[src/rtl/led_cube_pkg.sv]
// Shared constants and helpers for the LED cube driver: FSM/shifter state codes,
// counter sizing and the frame pattern ROM.
package led_cube_pkg;

    localparam int unsigned CUBE_EDGE = 8;
    localparam int unsigned LEDR_W    = 10;

    localparam logic [1:0] ST_IDLE    = 2'd0;
    localparam logic [1:0] ST_SHIFT   = 2'd1;
    localparam logic [1:0] ST_LATCH   = 2'd2;
    localparam logic [1:0] ST_DISPLAY = 2'd3;

    localparam logic [1:0] PH_IDLE  = 2'd0;
    localparam logic [1:0] PH_LO    = 2'd1;
    localparam logic [1:0] PH_HI    = 2'd2;
    localparam logic [1:0] PH_LATCH = 2'd3;

    // Bits needed to count 0..limit-1, never less than one.
    function automatic int unsigned cnt_width(input int unsigned limit);
        return (limit > 1) ? $clog2(limit) : 1;
    endfunction

    // Frame ROM: every column of layer l is lit when l == f mod n, giving a rising plane.
    function automatic logic frame_lit(input int unsigned f, input int unsigned l,
                                       input int unsigned n);
        return l == (f % n);
    endfunction

endpackage

[src/rtl/led_cube_shifter.sv]
// Serialises one column word MSB first onto SER/SRCLK, then pulses RCLK to latch it.
module led_cube_shifter
    import led_cube_pkg::*;
#(
    parameter int unsigned COLS    = 64,
    parameter int unsigned CLK_DIV = 4
) (
    input  logic            clk,
    input  logic            rst_n,
    input  logic            start,
    input  logic            abort,
    input  logic [COLS-1:0] word,
    output logic            ser,
    output logic            srclk,
    output logic            rclk,
    output logic            shift_done_c,
    output logic            latch_done_c
);
    localparam int unsigned DW = cnt_width(CLK_DIV);
    localparam int unsigned IW = cnt_width(COLS);

    logic [1:0]      phase_q, phase_d;
    logic [DW-1:0]   div_q, div_d;
    logic [IW-1:0]   idx_q, idx_d;
    logic [COLS-1:0] sreg_q, sreg_d;
    logic            ser_q, ser_d, srclk_q, srclk_d, rclk_q, rclk_d;
    logic            tick;

    always_comb begin
        phase_d      = phase_q;
        div_d        = div_q;
        idx_d        = idx_q;
        sreg_d       = sreg_q;
        ser_d        = ser_q;
        srclk_d      = srclk_q;
        rclk_d       = rclk_q;
        shift_done_c = 1'b0;
        latch_done_c = 1'b0;
        tick         = (div_q == DW'(CLK_DIV - 1));
        if (abort) begin
            phase_d = PH_IDLE;
            div_d   = '0;
            idx_d   = '0;
            ser_d   = 1'b0;
            srclk_d = 1'b0;
            rclk_d  = 1'b0;
        end else begin
            case (phase_q)
                PH_IDLE: begin
                    if (start) begin
                        sreg_d  = word;
                        ser_d   = word[COLS-1];
                        srclk_d = 1'b0;
                        div_d   = '0;
                        idx_d   = '0;
                        phase_d = PH_LO;
                    end
                end
                PH_LO: begin
                    if (tick) begin
                        srclk_d = 1'b1;
                        div_d   = '0;
                        phase_d = PH_HI;
                    end else begin
                        div_d = div_q + DW'(1);
                    end
                end
                PH_HI: begin
                    if (tick) begin
                        srclk_d = 1'b0;
                        div_d   = '0;
                        if (idx_q == IW'(COLS - 1)) begin
                            rclk_d       = 1'b1;
                            phase_d      = PH_LATCH;
                            shift_done_c = 1'b1;
                        end else begin
                            idx_d   = idx_q + IW'(1);
                            sreg_d  = sreg_q << 1;
                            ser_d   = sreg_q[COLS-2];
                            phase_d = PH_LO;
                        end
                    end else begin
                        div_d = div_q + DW'(1);
                    end
                end
                default: begin
                    if (tick) begin
                        rclk_d       = 1'b0;
                        div_d        = '0;
                        phase_d      = PH_IDLE;
                        latch_done_c = 1'b1;
                    end else begin
                        div_d = div_q + DW'(1);
                    end
                end
            endcase
        end
    end

    always_ff @(posedge clk) begin
        if (!rst_n) begin
            phase_q <= PH_IDLE;
            div_q   <= '0;
            idx_q   <= '0;
            sreg_q  <= '0;
            ser_q   <= 1'b0;
            srclk_q <= 1'b0;
            rclk_q  <= 1'b0;
        end else begin
            phase_q <= phase_d;
            div_q   <= div_d;
            idx_q   <= idx_d;
            sreg_q  <= sreg_d;
            ser_q   <= ser_d;
            srclk_q <= srclk_d;
            rclk_q  <= rclk_d;
        end
    end

    assign ser   = ser_q;
    assign srclk = srclk_q;
    assign rclk  = rclk_q;

endmodule

[src/rtl/led_cube_multi_frame.sv]
// 8x8x8 LED cube top: key synchronisers, layer-multiplex FSM, layer/scan/frame counters
// and the 74HC595 chain shifter.
module led_cube_multi_frame
    import led_cube_pkg::*;
#(
    parameter int unsigned CUBE_N     = CUBE_EDGE,
    parameter int unsigned NUM_FRAMES = 8,
    parameter int unsigned CLK_DIV    = 4,
    parameter int unsigned LAYER_HOLD = 50000,
    parameter int unsigned FRAME_HOLD = 250
) (
    input  logic              CLOCK_50,
    input  logic [3:0]        KEY,
    output logic              SER,
    output logic              SRCLK,
    output logic              RCLK,
    output logic              OE_N,
    output logic [CUBE_N-1:0] LAYER,
    output logic [9:0]        LEDR
);
    localparam int unsigned COLS = CUBE_N * CUBE_N;
    localparam int unsigned LW   = cnt_width(CUBE_N);
    localparam int unsigned SW   = cnt_width(FRAME_HOLD);
    localparam int unsigned FW   = cnt_width(NUM_FRAMES);
    localparam int unsigned HW   = cnt_width(LAYER_HOLD + 1);

    logic clk, rst_n, unused_key3;
    assign clk         = CLOCK_50;
    assign rst_n       = KEY[0];
    assign unused_key3 = KEY[3];

    logic [1:0]        key_s0_q, key_s0_d, key_s1_q, key_s1_d, key_prev_q, key_prev_d;
    logic              start_p, stop_p;
    logic [1:0]        state_q, state_d;
    logic [LW-1:0]     layer_q, layer_d;
    logic [SW-1:0]     scan_q, scan_d;
    logic [FW-1:0]     frame_q, frame_d;
    logic [HW-1:0]     hold_q, hold_d;
    logic              oe_n_q, oe_n_d;
    logic [CUBE_N-1:0] layer_out_q, layer_out_d;
    logic [LEDR_W-1:0] ledr_q, ledr_d;
    logic              shift_start, shift_abort, shift_done_c, latch_done_c;
    logic [COLS-1:0]   shift_word;

    // Two-flop synchroniser plus falling-edge detect; index 0 is start, 1 is stop.
    always_comb begin
        key_s0_d   = KEY[2:1];
        key_s1_d   = key_s0_q;
        key_prev_d = key_s1_q;
    end
    assign start_p = key_prev_q[0] & ~key_s1_q[0];
    assign stop_p  = key_prev_q[1] & ~key_s1_q[1];

    always_comb begin
        state_d     = state_q;
        layer_d     = layer_q;
        scan_d      = scan_q;
        frame_d     = frame_q;
        hold_d      = hold_q;
        oe_n_d      = 1'b1;
        layer_out_d = layer_out_q;
        shift_start = 1'b0;
        shift_abort = 1'b0;
        case (state_q)
            ST_IDLE: begin
                layer_out_d = '0;
                if (start_p && !stop_p) begin
                    state_d     = ST_SHIFT;
                    layer_d     = '0;
                    shift_start = 1'b1;
                end
            end
            ST_SHIFT: begin
                layer_out_d = '0;
                if (shift_done_c) state_d = ST_LATCH;
            end
            ST_LATCH: begin
                if (latch_done_c) begin
                    layer_out_d = CUBE_N'(1) << layer_q;
                    hold_d      = '0;
                    state_d     = ST_DISPLAY;
                end
            end
            default: begin
                if (hold_q == HW'(LAYER_HOLD)) begin
                    state_d     = ST_SHIFT;
                    shift_start = 1'b1;
                    if (layer_q == LW'(CUBE_N - 1)) begin
                        layer_d = '0;
                        if (scan_q == SW'(FRAME_HOLD - 1)) begin
                            scan_d  = '0;
                            frame_d = (frame_q == FW'(NUM_FRAMES - 1)) ? '0 : frame_q + FW'(1);
                        end else begin
                            scan_d = scan_q + SW'(1);
                        end
                    end else begin
                        layer_d = layer_q + LW'(1);
                    end
                end else begin
                    oe_n_d = 1'b0;
                    hold_d = hold_q + HW'(1);
                end
            end
        endcase
        // Stop overrides everything while running; the frame is kept for the next start.
        if (state_q != ST_IDLE && stop_p) begin
            state_d     = ST_IDLE;
            oe_n_d      = 1'b1;
            layer_out_d = '0;
            layer_d     = '0;
            scan_d      = '0;
            frame_d     = frame_q;
            shift_start = 1'b0;
            shift_abort = 1'b1;
        end
        shift_word = {COLS{frame_lit(32'(frame_d), 32'(layer_d), CUBE_N)}};
        ledr_d     = {(state_d != ST_IDLE), 6'b0, 3'(frame_d)};
    end

    always_ff @(posedge clk) begin
        if (!rst_n) begin
            key_s0_q    <= '1;
            key_s1_q    <= '1;
            key_prev_q  <= '1;
            state_q     <= ST_IDLE;
            layer_q     <= '0;
            scan_q      <= '0;
            frame_q     <= '0;
            hold_q      <= '0;
            oe_n_q      <= 1'b1;
            layer_out_q <= '0;
            ledr_q      <= '0;
        end else begin
            key_s0_q    <= key_s0_d;
            key_s1_q    <= key_s1_d;
            key_prev_q  <= key_prev_d;
            state_q     <= state_d;
            layer_q     <= layer_d;
            scan_q      <= scan_d;
            frame_q     <= frame_d;
            hold_q      <= hold_d;
            oe_n_q      <= oe_n_d;
            layer_out_q <= layer_out_d;
            ledr_q      <= ledr_d;
        end
    end

    led_cube_shifter #(
        .COLS    (COLS),
        .CLK_DIV (CLK_DIV)
    ) u_shifter (
        .clk          (clk),
        .rst_n        (rst_n),
        .start        (shift_start),
        .abort        (shift_abort),
        .word         (shift_word),
        .ser          (SER),
        .srclk        (SRCLK),
        .rclk         (RCLK),
        .shift_done_c (shift_done_c),
        .latch_done_c (latch_done_c)
    );

    assign OE_N  = oe_n_q;
    assign LAYER = layer_out_q;
    assign LEDR  = ledr_q;

endmodule

[config.mk]
export PLATFORM = sky130hd
export DESIGN_NAME = led_cube_multi_frame
export DESIGN_NICKNAME = d
export VERILOG_FILES = /design/src/rtl/led_cube_pkg.sv /design/src/rtl/led_cube_shifter.sv /design/src/rtl/led_cube_multi_frame.sv
export SDC_FILE = /design/constraint.sdc
export NUM_CORES = 1
export LEC_CHECK = 0
export CAP_MARGIN = 25
export CORE_MARGIN = 4
export CORE_UTILIZATION = 60
export CTS_BUF_LIST = sky130_fd_sc_hd__clkbuf_4
export DETAILED_ROUTE_END_ITERATION = 8
export GPL_ROUTABILITY_DRIVEN = 0
export GPL_TIMING_DRIVEN = 0
export PLACE_DENSITY_LB_ADDON = 0.12
export SYNTH_ARGS = -nofsm -noshare
export SYNTH_HDL_FRONTEND = slang
export SYNTH_SLANG_ARGS = --single-unit
export TNS_END_PERCENT = 100
[constraint.sdc]
create_clock -name CLOCK_50 -period 3 [get_ports CLOCK_50]
set_input_delay 0.3 -clock CLOCK_50 [delete_from_list [all_inputs] [get_ports CLOCK_50]]
set_output_delay 0.3 -clock CLOCK_50 [all_outputs]
set_load 0.01 [all_outputs]
## Yosys cells after proc, flatten, opt, wreduce, memory -nomap -nowiden

Cells that the tools add are included.

| storage, ports and cells | value |
|---|---|
| logic and storage cells | 143 |
| flip-flop bits (word level) | 133 |
| input port bits | 5 |
| output and inout port bits | 22 |

| cells by class | value |
|---|---|
| shift operators | 1 |
| eq/ne operators | 18 |
| reduce and logical (&&, ||, !) cells | 27 |
| add/subtract/negate cells | 6 |
| bitwise gates (word level) | 9 |
| muxes and demuxes | 63 |

Operators with widths:

| operator | count |
|---|---|
| $mux W63 | 3 |
| $pmux W63 S2 | 1 |
| $mux W16 | 2 |
| $pmux W16 S2 | 1 |
| $mux W3 | 10 |
| $mux W2 | 13 |
| $mux W1 | 19 |
| $mux W6 | 3 |
| $add A16 B1 Y16 const B | 1 |
| $eq A16 B16 Y1 const B | 1 |
| $mux W8 | 2 |
| $pmux W8 S2 | 1 |
| $pmux W2 S3 | 2 |
| $pmux W6 S2 | 1 |
| $reduce_and A4 Y1 | 3 |
| $reduce_bool A2 Y1 | 5 |
| $reduce_or A2 Y1 | 5 |
| $reduce_and A3 Y1 | 3 |
| $add A8 B1 Y8 const B | 1 |
| $eq A8 B8 Y1 const B | 1 |
| $ne A2 B1 Y1 const B | 4 |
| $shl A1 B3 Y8 const A | 1 |
| $not A1 Y1 | 7 |
| $add A3 B1 Y3 const B | 2 |
| other kinds (20) | 32 |

## Depth between registers and ports, before layout

| logic depth | value |
|---|---|
| word-level depth | 10 |
| mapped depth | 11 |

## Hierarchy

From an unflattened synthesis, not the netlist that was laid out.

| second synthesis, totals | value |
|---|---|
| cell total of the unflattened synthesis | 711 |
| area total of the unflattened synthesis | 6,475.0 sq um |

By module, submodules not included:

| module | cells an instance | instances | area an instance (sq um) | sequential area each (sq um) |
|---|---|---|---|---|
| led_cube_shifter | 441 | 1 | 3,987.6 | 1,521.5 |
| led_cube_multi_frame | 270 | 1 | 2,487.4 | 960.9 |

## Worst setup path before layout

OpenSTA, ideal clock, no wires.

| path | value |
|---|---|
| path type | reg-to-reg |
| start | register hold_q[10] |
| end | register u_shifter.sreg_q[10] |
| buffers on the path | 1 |
| stages on the path, launching flop included | 9 |
| required time | 2,926 ps |
| clock period less this slack | 2,733 ps |
| slack | 267 ps |
| arrival time | 2,658 ps |
| cell sequence | dfxtp_1 > or4b_4 > nor4_4 > and4_1 > mux2_4 > xnor2_2 > nand4b_4 > buf_6 > a31oi_2 |

| between the ends | value |
|---|---|
| longest elaborated chain between the ends | 7 |
| elaborated cells between the ends (all ways) | 15 |

RTL lines:

| what | RTL line | source |
|---|---|---|
| from (decl) | led_cube_multi_frame.sv:38 | `logic [HW-1:0] hold_q, hold_d;` |
| from (signal assigned) | led_cube_multi_frame.sv:141 | `hold_q <= hold_d;` |
| $eq A16 B16 Y1 * | led_cube_multi_frame.sv:85 | `if (hold_q == HW'(LAYER_HOLD)) begin` |
| $mux W3 | led_cube_multi_frame.sv:85 |  |
| $pmux W3 S2 / $mux W3 (equally long branches) | led_cube_multi_frame.sv:64 | `case (state_q)` |
| $mux W3 | led_cube_multi_frame.sv:106 | `if (state_q != ST_IDLE && stop_p) begin` |
| $eq A3 B3 Y1 | led_cube_pkg.sv:26 | `return l == (f % n);` |
| $mux W63 | led_cube_shifter.sv:50 | `if (start) begin` |
| $pmux W63 S2 | led_cube_shifter.sv:48 | `case (phase_q)` |
| to (signal assigned) | led_cube_shifter.sv:113 | `sreg_q <= sreg_d;` |
| to (decl) | led_cube_shifter.sv:25 | `logic [COLS-1:0] sreg_q, sreg_d;` |

Every way passes the cells marked *; elsewhere a longest branch is shown, timed or not. The select of a mux whose other input is x is not followed.
A chain may end at the register's enable or synchronous reset.

## Worst setup path after layout

| path | value |
|---|---|
| start | register hold_q[11] |
| end | register u_shifter.sreg_q[29] |

Same word-level chain as after synthesis.

==> flow_results.org <==
** CTS
- Skew-Pair Late Insertion Delay :: 0.53 ns
- H-tree level count :: 4
- Clock Sink Count :: 124
- Cts hold-fix bufs :: 0
- Number of buffers created by CTS :: 17
- Counting along the longest clock path gives a buffer depth of 2.
- Clock tree root buffer cell :: sky130_fd_sc_hd__clkbuf_4
- TritonCTS built the clock tree.
- Clock-pin slew was measured on the worst setup and hold paths at 0.11 ns.

** Yosys
- Sequential area share after synthesis :: 0.406
- Yosys attributes the largest share of cell area to sky130_fd_sc_hd__dfxtp_1 41%, sky130_fd_sc_hd__a31oi_2 12%, sky130_fd_sc_hd__o21ai_0 6.1%.
- Of the total synthesized cell area, the portion taken by XOR and XNOR cells is 0.0311.
- The synthesized design contains 124 register bits.
- Mean cell area of the mapped netlist :: 9.56 µm²
- Of the total synthesized cell area, the portion taken by full adders, half adders and majority gates is 0.0389.
- The synthesized design spends more area on one cell type than any other, namely sky130_fd_sc_hd__dfxtp_1.
- After synthesis, the share of flip-flops with an asynchronous set or reset is 0.
- Synthesis produced a netlist whose cell count is 639.
- By area, the combinational part of the netlist is dominated by compound AO/OA/AOI/OAI gates.
- The Yosys step of the flow raised 0 warnings.
- Mux cell area share after synthesis :: 0.0111
- Counting flops with a built-in enable in the synthesized netlist gives 0.
- Among all flip-flop cells after synthesis, the most frequent one is sky130_fd_sc_hd__dfxtp_1.
- The synthesized netlist contains 73 unique library cells.
- Of the total synthesized cell area, the portion taken by AND, OR, NAND and NOR gates is 0.184.
- Area fraction in compound gates after synthesis :: 0.253
- Cell area after synthesis :: 6110 µm²
- Area fraction of the dominant cell type after synthesis :: 0.406

** Setup path
- The largest single stage delay on the critical path is 0.60 ns.
- Most repeated library cell on the critical path :: sky130_fd_sc_hd__buf_6
- In this run the worst setup path begins at hold_q[11]$_SDFFE_PN0P_.
- For the worst setup path, the data arrival time is 3.39 ns.
- Endpoint of the most critical register-to-register path :: u_shifter.sreg_q[29]$_SDFFE_PN0P_
- Number of cell instances on the worst register-to-register path :: 10
- Ordered cell list for the critical path :: or4b_4 -> nor4_4 -> buf_6 -> and4_4 -> mux2_4 -> xnor2_4 -> nand4b_4 -> buf_6 -> buf_6 -> a31oi_2
- The worst register-to-register path begins at hold_q[11]$_SDFFE_PN0P_.
- Cell depth of the worst setup path :: 10
- In this run the register-to-register setup slack is 0.07 ns.
- In this run the worst path has a maximum fanout of 10.
- Kind of start point of the critical path :: flip-flop
- Slowest-stage cell, CP :: sky130_fd_sc_hd__or4b_4
- Number of buffers and inverters on the critical path :: 3
- Critical Path End Type :: flip-flop
- STA puts the critical path data required time at 3.46 ns.
- The kind of cell with the highest combined delay along the critical path is simple AND/OR/NAND/NOR gates.
- Termination of the worst setup path :: u_shifter.sreg_q[29]$_SDFFE_PN0P_
- Category of the critical setup timing path :: reg -> reg

** Timing
- Max Clock Freq :: 341 MHz
- Hold slack :: 0.324 ns
- Worst-case headroom to the max-slew limit :: 0.594
- Final setup TNS :: 0 ns
- The smallest clock period supported by the final layout is computed as 2.93 ns.
- Setup violations remaining at the end of the flow were counted as 0.
- Actual transition at the worst max-transition pin :: 0.603 ns
- Part of the cycle the worst path needs :: 0.977
- Count of final hold-check violations :: 0
- Pins Over Slew Limit :: 0
- Worst clock skew on the final layout :: 0.0113 ns

** Layout
- Number of inserted filler cells in the final layout :: 731
- Highest-count cells in the layout ignoring fill and taps :: 119 x sky130_fd_sc_hd__dfxtp_1, 80 x sky130_fd_sc_hd__nand2_1, 74 x sky130_fd_sc_hd__o21ai_0
- Fraction of final layout cells sized beyond drive strength 1 :: 0.256
- Area grow syn2layout :: 15.7%
- Measured on the finished design, the core utilization comes to 0.716.
- The library cell used most frequently in the layout, excluding fill and tap cells, is sky130_fd_sc_hd__dfxtp_1.
- Final design instance area without fill :: 7070 µm²
- Area of the multi-input gates :: 3290 µm²
- The net count of the finished layout is 722.
- Storage cell area :: 2490 µm²
- Antenna diode count :: 0

** Detailed routing
- In the routed layout, each cell is associated on average with a via count of 5.70.
- In the final routed layout, each cell accounts on average for 14.8 µm.
- Total wirelength of the detailed-routed design :: 12.5 mm
- Initial DRT Pass Iterations :: 5
- Via count :: 4,815
- DRC :: 0
- Drt initial violations :: 254
- The count of nets left with antenna violations once routing finished came out at 0.

** Run
- Maximum Capacitance Violations :: 0

** Power and ir drop
- Switching power of the nets :: 0.000766 W
- Dividing total power by cell area gives a power density of 454 nW/µm².
- Switch share :: 0.239
- Comb pwr share :: 0.064
- The internal power of the cells totals 0.00244 W.
- The worst-case IR drop observed on VDD is 0.362 mV.
- Clock share of power :: 0.398
- The analysis attributes to cell leakage a power of 2.43 nW.
- Of the total power, registers draw 0.538.

** Status
- Status :: finished clean

** Place
- HPWL after DPL :: 8.23 mm
- Buffers placed on the I/O ports in this run total 19.
- Placed Instance Area :: 6480 µm²

** Global routing
- The initial antenna violation count is 0.
- Entering global routing, the biggest net connects 17 pins.
- Total congestion overflow :: 0
- For this run, the total global-route usage over all layers was measured as 0.227.
- First-pass GRT wire length :: 21.5 mm
- The via count of the first global-routing pass came to 4,641.

** Die
- The die is 109 µm tall.
- Row generation in the floorplan step produced 36 rows.
- Area inside the core boundary :: 9860 µm²
- X dimension of the die :: 109 µm
- Initial core utilization :: 0.619
- Number of top-level design ports :: 27
- The die covers 11,900 µm².

** Min path
- The min-delay analysis places its worst path in the category in -> reg.
## per-layer routing
layer | vias up | track usage | wire (µm)
met5 | - | 0 | 0
met4 | 0 | 0.0739 | 249
met3 | 22 | 0.0669 | 448
met2 | 83 | 0.373 | 6150
met1 | 2296 | 0.284 | 5660
li1 | 2414 | - | -
## worst min path at each step
| stage | slack, ns | startpoint | to | cells after the start |
|---|---|---|---|---|
| 2_1_floorplan | 0.39 | key_s0_q[0]$_SDFF_PN1_ | key_prev_d[0]$_SDFF_PN1_ | 1 |
| 3_3_place_gp | 0.39 | key_s0_q[1]$_SDFF_PN1_ | key_prev_d[1]$_SDFF_PN1_ | 1 |
| 3_5_place_dp | 0.40 | key_s0_q[1]$_SDFF_PN1_ | key_prev_d[1]$_SDFF_PN1_ | 1 |
| 4_1_cts | 0.30 | KEY[2] | key_s0_q[1]$_SDFF_PN1_ | 2 |
| 5_1_grt | 0.27 | KEY[2] | key_s0_q[1]$_SDFF_PN1_ | 2 |
| 6_report | 0.32 | KEY[2] | key_s0_q[1]$_SDFF_PN1_ | 2 |
## cells in the mapped netlist, drive strengths merged (2+ instances only)
cell	n
nand2	80
dfxtp	124
or4	2
nor3	14
clkbuf	30
mux2i	3
o21a	3
or3	4
ha	19
nand4	9
nor2b	7
xnor2	5
and3	4
a21oi	22
a211o	2
a22oi	6
and2	3
and4	5
nor4	4
nand2b	9
inv	12
a31oi	64
nand4b	3
nand3	14
a21o	3
nand4bb	2
xor2	15
a32oi	3
mux2	3
nor2	48
buf	21
o21ai	74
or2	2
o311ai	4
## repair_timing
item                       in CTS  in global routing
setup buffers                   6                  9
resized for setup              15                 14
cloned                          2                  0
setup endpoints to repair      75                 73
pin swaps                       3                 11
## worst register-to-register path, stage by stage, from the launching register on
cell and delay [ns]:
sky130_fd_sc_hd__dfxtp_1 0.34, sky130_fd_sc_hd__or4b_4 0.60, sky130_fd_sc_hd__nor4_4 0.33, sky130_fd_sc_hd__buf_6 0.19, sky130_fd_sc_hd__and4_4 0.24, sky130_fd_sc_hd__mux2_4 0.33
sky130_fd_sc_hd__xnor2_4 0.22, sky130_fd_sc_hd__nand4b_4 0.17, sky130_fd_sc_hd__buf_6 0.18, sky130_fd_sc_hd__buf_6 0.15, sky130_fd_sc_hd__a31oi_2 0.13
## cells by family (layout without fill, tap and decap cells)
group | count (synthesis) | in the layout
and+or+nand+nor | 216 | 217
AOI/OAI and AO/OA | 189 | 189
DFF | 124 | 124
buffers and inverters | 64 | 130
xor gates and xnor gates | 20 | 20
adders and majority gates | 19 | 19
muxes | 6 | 6
other | 1 | 6
## power groups by stage
stage	Clock, W	Combinational, W	Sequential (W)
after floorplan	0	0.000154	0.00176
after global placement	0	0.000192	0.00176
after detailed placement	0	0.000197	0.00176
final	0.00128	0.000206	0.00173
after CTS	0.00130	0.000202	0.00173
after global routing	0.00139	0.000227	0.00173
## cell type report
cell class / instances / area share
buffer: 51 / 0.0593
clock inverter: 14 / 0.0250
inverter: 12 / 0.00638
sequential: 124 / 0.352
multi-input combinational: 457 / 0.465
clock buffer: 18 / 0.0191
tap: 133 / 0.0236
timing repair buffer: 35 / 0.0491
## per-stage QoR
stage	cells	setup slack [ns]	total power (W)
2_1_floorplan	644	0.267	0.00191
3_3_place_gp	796	-0.116	0.00195
3_5_place_dp	796	-0.202	0.00196
4_1_cts	836	-0.0132	0.00322
5_1_grt	844	-0.0335	0.00336
6_report	844	0.0682	0.00321
## state kept, by name, indices dropped and copies added (netlist names), 3 cells and up
register,cells
LAYER,8
hold_q,16
layer_q,3
scan_q,8
u_shifter.idx_q,6
u_shifter.sreg_q,63
Power figures use the tool's default switching activity.
